**src/rtl/maxpool_window_gen_pkg.sv**
```systemverilog
// Shared constants for the 2x2 max-pool window interface (producer and consumer).
package maxpool_window_gen_pkg;

    // Channel parallelism and value width of the CNN core
    localparam int unsigned CNN_M_CO   = 1;
    localparam int unsigned CNN_M_CI   = 1;
    localparam int unsigned CNN_MAX_BW = 8;

    // 2x2 window: number of values per channel and their packing slots
    localparam int unsigned MP_WIN = 4;
    localparam int unsigned MP_TL  = 0;
    localparam int unsigned MP_TR  = 1;
    localparam int unsigned MP_BL  = 2;
    localparam int unsigned MP_BR  = 3;

    // Role of an accepted beat, selected by {row[0], col[0]}
    typedef enum logic [1:0] {
        BEAT_PAIR_LO = 2'b00,  // even row, even col: hold left pixel of the pair
        BEAT_PAIR_WR = 2'b01,  // even row, odd col: write the pair to the line buffer
        BEAT_BL      = 2'b10,  // odd row, even col: hold bottom-left pixel
        BEAT_WIN     = 2'b11   // odd row, odd col: window complete
    } beat_role_e;

    // Address/counter width that never collapses to zero bits
    function automatic int unsigned clog2_min1(input int unsigned n);
        return (n > 1) ? $clog2(n) : 1;
    endfunction

endpackage

```
**src/rtl/maxpool_line_buf.sv**
```systemverilog
// Even-row line buffer storing horizontal pixel pairs: sync write, comb read.
module maxpool_line_buf #(
    parameter int unsigned DEPTH  = 4,
    parameter int unsigned DATA_W = 16,
    parameter int unsigned AW     = 2
) (
    input  logic              clk,
    input  logic              wr_en,
    input  logic [AW-1:0]     wr_addr,
    input  logic [DATA_W-1:0] wr_data,
    input  logic [AW-1:0]     rd_addr,
    output logic [DATA_W-1:0] rd_data_c
);

    logic [DATA_W-1:0] mem_q [DEPTH];

    // Pair write; contents need no reset since every odd row is preceded by a full even row
    always_ff @(posedge clk) begin
        if (wr_en) begin
            mem_q[wr_addr] <= wr_data;
        end
    end

    // Read port is only used on odd rows, so it never collides with a write
    assign rd_data_c = mem_q[rd_addr];

endmodule

```
**src/rtl/maxpool_window_gen.sv**
```systemverilog
// Raster pixel stream to non-overlapping 2x2 windows (stride 2) for the max-pool stage.
module maxpool_window_gen
    import maxpool_window_gen_pkg::*;
#(
    parameter int unsigned M_CO   = CNN_M_CO,
    parameter int unsigned M_CI   = CNN_M_CI,
    parameter int unsigned MAX_BW = CNN_MAX_BW,
    parameter int unsigned IMG_W  = 8,
    parameter int unsigned IMG_H  = 8
) (
    input  logic                             clk,
    input  logic                             reset,
    input  logic                             i_in_valid,
    input  logic                             i_in_sof,
    input  logic [M_CO*M_CI*MAX_BW-1:0]      i_in_fmap,
    output logic                             o_ot_max_valid,
    output logic [M_CO*M_CI*MP_WIN*MAX_BW-1:0] o_ot_window,
    output logic                             o_ot_frame_done,
    output logic                             o_ot_sof_err
);

    localparam int unsigned NCH    = M_CO * M_CI;
    localparam int unsigned PX_W   = NCH * MAX_BW;
    localparam int unsigned WIN_W  = PX_W * MP_WIN;
    localparam int unsigned PAIR_W = 2 * PX_W;
    localparam int unsigned DEPTH  = IMG_W / 2;
    localparam int unsigned CW     = clog2_min1(IMG_W);
    localparam int unsigned RW     = clog2_min1(IMG_H);
    localparam int unsigned AW     = clog2_min1(DEPTH);

    logic [CW-1:0]     col_q;
    logic [RW-1:0]     row_q;
    logic [CW-1:0]     cur_col_c;
    logic [RW-1:0]     cur_row_c;
    logic [CW-1:0]     col_nx_c;
    logic [RW-1:0]     row_nx_c;
    logic              col_last_c;
    logic              row_last_c;
    beat_role_e        role_c;
    logic [AW-1:0]     pair_addr_c;
    logic              lb_wr_en_c;
    logic [PAIR_W-1:0] lb_rd_pair_c;
    logic [PX_W-1:0]   pair_lo_q;
    logic [PX_W-1:0]   bl_q;
    logic [WIN_W-1:0]  win_c;

    // Position of the current beat (sof forces (0,0)) and the next position
    always_comb begin
        cur_col_c   = i_in_sof ? '0 : col_q;
        cur_row_c   = i_in_sof ? '0 : row_q;
        col_last_c  = (cur_col_c == CW'(IMG_W - 1));
        row_last_c  = (cur_row_c == RW'(IMG_H - 1));
        col_nx_c    = col_last_c ? '0 : cur_col_c + CW'(1);
        row_nx_c    = cur_row_c;
        if (col_last_c) begin
            row_nx_c = row_last_c ? '0 : cur_row_c + RW'(1);
        end
        role_c      = beat_role_e'({cur_row_c[0], cur_col_c[0]});
        pair_addr_c = AW'(cur_col_c >> 1);
        lb_wr_en_c  = i_in_valid && (role_c == BEAT_PAIR_WR);
    end

    maxpool_line_buf #(
        .DEPTH  (DEPTH),
        .DATA_W (PAIR_W),
        .AW     (AW)
    ) u_line_buf (
        .clk       (clk),
        .wr_en     (lb_wr_en_c),
        .wr_addr   (pair_addr_c),
        .wr_data   ({i_in_fmap, pair_lo_q}),
        .rd_addr   (pair_addr_c),
        .rd_data_c (lb_rd_pair_c)
    );

    // Per-channel window packing: TL/TR from the stored pair, BL held, BR live
    always_comb begin
        win_c = '0;
        for (int unsigned c = 0; c < NCH; c++) begin
            win_c[(MP_WIN*c + MP_TL)*MAX_BW +: MAX_BW] = lb_rd_pair_c[c*MAX_BW +: MAX_BW];
            win_c[(MP_WIN*c + MP_TR)*MAX_BW +: MAX_BW] = lb_rd_pair_c[PX_W + c*MAX_BW +: MAX_BW];
            win_c[(MP_WIN*c + MP_BL)*MAX_BW +: MAX_BW] = bl_q[c*MAX_BW +: MAX_BW];
            win_c[(MP_WIN*c + MP_BR)*MAX_BW +: MAX_BW] = i_in_fmap[c*MAX_BW +: MAX_BW];
        end
    end

    // Pixel holding registers; stale contents are always overwritten before use
    always_ff @(posedge clk) begin
        if (i_in_valid && (role_c == BEAT_PAIR_LO)) begin
            pair_lo_q <= i_in_fmap;
        end
        if (i_in_valid && (role_c == BEAT_BL)) begin
            bl_q <= i_in_fmap;
        end
    end

    // Position counters, sticky sof error and registered window outputs
    always_ff @(posedge clk or posedge reset) begin
        if (reset) begin
            col_q           <= '0;
            row_q           <= '0;
            o_ot_max_valid  <= 1'b0;
            o_ot_frame_done <= 1'b0;
            o_ot_sof_err    <= 1'b0;
            o_ot_window     <= '0;
        end else begin
            o_ot_max_valid  <= 1'b0;
            o_ot_frame_done <= 1'b0;
            if (i_in_valid) begin
                col_q <= col_nx_c;
                row_q <= row_nx_c;
                if (i_in_sof && ((col_q != '0) || (row_q != '0))) begin
                    o_ot_sof_err <= 1'b1;
                end
                if (role_c == BEAT_WIN) begin
                    o_ot_max_valid  <= 1'b1;
                    o_ot_window     <= win_c;
                    o_ot_frame_done <= col_last_c && row_last_c;
                end
            end
        end
    end

endmodule
```
**config.mk**
```make
export PLATFORM = sky130hd
export DESIGN_NAME = maxpool_window_gen
export DESIGN_NICKNAME = d
export VERILOG_FILES = /design/src/rtl/maxpool_window_gen_pkg.sv /design/src/rtl/maxpool_line_buf.sv /design/src/rtl/maxpool_window_gen.sv
export SDC_FILE = /design/constraint.sdc
export NUM_CORES = 1
export LEC_CHECK = 0
export ABC_AREA = 1
export BUFFER_PORTS_ARGS = -buffer_cell sky130_fd_sc_hd__buf_2
export CELL_PAD_IN_SITES_DETAIL_PLACEMENT = 0
export CELL_PAD_IN_SITES_GLOBAL_PLACEMENT = 2
export CORE_ASPECT_RATIO = 0.9
export CORE_MARGIN = 3
export CORE_UTILIZATION = 40
export DETAILED_ROUTE_END_ITERATION = 6
export GPL_TIMING_DRIVEN = 0
export PLACE_DENSITY = 0.8
export SYNTH_ARGS = -nofsm -noshare
export SYNTH_HDL_FRONTEND = slang
export SYNTH_SLANG_ARGS = --single-unit
```
**constraint.sdc**
```tcl
create_clock -name clk -period 6.9 [get_ports clk]
set_clock_uncertainty 0.2 [all_clocks]
set_input_delay 0.345 -clock clk [delete_from_list [all_inputs] [get_ports clk]]
set_output_delay 0.345 -clock clk [all_outputs]
set_load 0.005 [all_outputs]
```
==> key figures <==
Timing
  – Tmin final: 2.39 ns
  – Max-slew violation count: 0
  – F_max: 418 MHz
  – Hold_ws: 0.0402 ns
  – Final clock period utilization by the worst path: 34.7%
  – # setup viols final: 0
  – Rel. slew slack: 44.9%
  – Final Hold Fails: 0
  – RSZ-0062 raised after global routing: false
  – Worst Max-Slew Pin Slew: 0.822 ns
  – Setup TNS: 0 ns

Clocking
  – TritonCTS buffer count: 17
  – Clock Sinks: 121
  – Hold-fix buffers, CTS: 1
  – H-tree depth: 4
  – CTS resizes: 0
  – CTS Root Cell: clkbuf_16
  – Reg clk slew, reported paths: 0.05 ns
  – Setup Buffers After CTS: 0
  – CTS Buffer Depth: 2
  – Clock Latency Late Sink: 0.42 ns
  – CTS tree: done

Global routing
  – GRT Total Usage: 18.7%
  – Vias in the first global route: 3,182
  – Largest net degree at the start of global routing: 22
  – Initial antenna violation count: 0
  – Global-route wire length before repair: 17.9 mm
  – Grt total ovfl: 0

Drt
  – Avg WL per Cell: 16.5 um
  – DRT iter0 DRCs: 259
  – Total number of vias: 3,202
  – Antenna viol nets, final: 0
  – Final WL: 11.1 mm
  – Drt pass-1 iters: 5
  – DRC: 0
  – Vias per std cell: 4.74

Min path
  – HP Class: input pin to flip-flop
  – Hold Crit Start: i_in_fmap[7]
  – Worst hold endpoint: u_line_buf.mem_q[0][15]$_DFFE_PP_
  – Hold Crit Depth: 1

Floorplan
  – Die X-Extent: 121 um
  – Die H: 110 um
  – Initial core utilization: 41.4%
  – Row Count: 37
  – # IOs: 47
  – Die footprint: 13,300 um2
  – Std-Cell Core Area: 11,500 um2

Worst setup path
  – Critical Path AT: 2.31 ns
  – Worst R2R Setup Slack: 4.51 ns
  – Reg-to-reg startpoint: col_q[1]$_DFFE_PP0P_
  – CP Launch Type: flip-flop
  – Critical Path Sink Type: flip-flop
  – Largest fanout on the critical path: 10
  – Worst Reg-to-Reg Cells: 6
  – Setup CP Type: flip-flop to flip-flop
  – Reg2reg end: u_line_buf.mem_q[0][9]$_DFFE_PP_
  – Required time worst endpoint: 6.82 ns

Logic synthesis
  – Leading area contributor after synthesis: edfxtp_1
  – Seq/Total Area, Yosys: 71.9%
  – Syn Std Cell Area: 4770 um2
  – Synth Area per Inst: 11.0 um2
  – Top-area cell type share of the netlist area: 50.4%
  – EDFF count, synth: 80
  – Post-synthesis mux area share: 0.236%
  – Syn Nets: 451
  – Yosys warning count: 0
  – Adder-cell area share of the yosys netlist: 1.05%
  – Post-synth ARST share: 33.9%
  – Simple-gate share of the synthesized area: 22.4%
  – Xor/xnor share of the synthesized area: 0%
  – Most frequent cell after synthesis: nand2_1
  – Syn Inst Count: 435
  – Synth area leaders: edfxtp_1 50%, dfrtp_1 22%, nand2_1 17%
  – Post-synth top flop: edfxtp_1
  – Count of cell types in the netlist: 19
  – Compound-Gate Fraction of Synth Area: 0.997%
  – Synthesized flop and latch total: 121
  – Top cells by count, synth: 213 x nand2_1, 80 x edfxtp_1, 41 x dfrtp_1, 34 x nand3_1
  – Largest family of logic cells by synthesized area: simple AND/OR/NAND/NOR gates

Run
  – Max Cap Violations: 0

Finish
  – Share of cells above drive strength 1: 21.2%
  – Area occupied by multi-input gates: 1200 um2
  – Filler cells: 1,023
  – Final instance area: 5930 um2
  – Register area: 3430 um2
  – Area growth syn-to-layout: 24.5%
  – Diode count: 0
  – Nets: 522

Placed design
  – Area post-placement: 5290 um2
  – PortBufs: 46
  – DP HPWL: 7.26 mm
  – Gpl congestion: 0.773

Power and ir drop
  – Lkg Pwr: 2.77 nW
  – Pwr Density: 332 nW/um2
  – Worst IR Drop VDD: 206 uV

Status
  – Status: finished, final reports clean
layout make-up:
cell class	count	share of cell area, %
clock inverters	8	2.36
well taps	156	3.29
inverters	13	0.822
plain buffers	20	1.88
clock buffers	24	8.29
repair buffers	52	5.40
multi-input cells	281	20.2
flip-flops and latches	121	57.8
registers in the layout, summed over array words and instances (netlist names):
register and flops:
bl_q 8, col_q 3, o_ot_frame_done 1, o_ot_max_valid 1
o_ot_sof_err 1, o_ot_window 32, pair_lo_q 8, row_q 3
u_line_buf.mem_q 64
how the worst max path moves through the flow:
stage / startpoint / to / slack [ns] / depth (start not counted)
after floorplan: col_q[1]$_DFFE_PP0P_ / u_line_buf.mem_q[2][0]$_DFFE_PP_ / 4.33 / 5
after global placement: i_in_sof / u_line_buf.mem_q[0][12]$_DFFE_PP_ / 3.10 / 5
after detailed placement: i_in_sof / u_line_buf.mem_q[0][9]$_DFFE_PP_ / 4.34 / 7
after CTS: col_q[1]$_DFFE_PP0P_ / u_line_buf.mem_q[0][7]$_DFFE_PP_ / 4.47 / 6
after global routing: col_q[1]$_DFFE_PP0P_ / u_line_buf.mem_q[0][12]$_DFFE_PP_ / 4.38 / 6
final: col_q[1]$_DFFE_PP0P_ / u_line_buf.mem_q[0][9]$_DFFE_PP_ / 4.51 / 6
logic make-up (layout without fill, tap and decap cells):
family,after synthesis,count (layout)
DFF,121,121
muxes,1,1
and+or+nand+nor,267,267
AOI/OAI and AO/OA,9,9
adders and majority gates,4,4
buffers and inverters,33,117
report_power, final:
| part | total, mW | internal, mW | switching [mW] |
|---|---|---|---|
| combinational | 0.190 | 0.0659 | 0.124 |
| sequential | 0.834 | 0.816 | 0.0179 |
| clock | 0.948 | 0.640 | 0.308 |
critical path, cell delays in order (launching register included):
cell	delay [ns]
dfrtp_1	0.36
buf_4	0.17
nand2_4	0.12
buf_4	0.21
inv_2	0.08
nor3_2	0.69
buf_6	0.26
metrics by stage:
stage	util [%]	cells	worst slack (ns)	power (mW)
finish	51.5	675	4.51	1.97
global route	51.5	675	4.38	2.05
CTS	51.5	675	4.47	1.99
detailed placement	45.9	642	4.34	1.04
global placement	45.0	637	3.10	1.03
floorplan	-	435	4.33	0.956
cells in the final DEF (no fill, tap or decap), drive strengths merged:
| master | instances |
|---|---|
| clkinv | 4 |
| bufinv | 4 |
| inv | 13 |
| mux2 | 1 |
| dfrtp | 41 |
| nor3 | 6 |
| dlygate4sd3 | 1 |
| nand2 | 215 |
| buf | 69 |
| o21ai | 7 |
| ha | 4 |
| clkbuf | 26 |
| nand3 | 34 |
| nor2 | 12 |
| o22ai | 2 |
| edfxtp | 80 |
per-layer routing:
layer | share of wire (%) | up-vias | GRT usage, %
met2 | 47 | 81 | 30.3
met5 | 0 | - | 0
met3 | 5.6 | 10 | 5.61
met4 | 1.4 | 0 | 6.80
met1 | 46 | 1530 | 24.1
li1 | - | 1581 | -
Note: power is estimated with default switching activity, not from simulation.
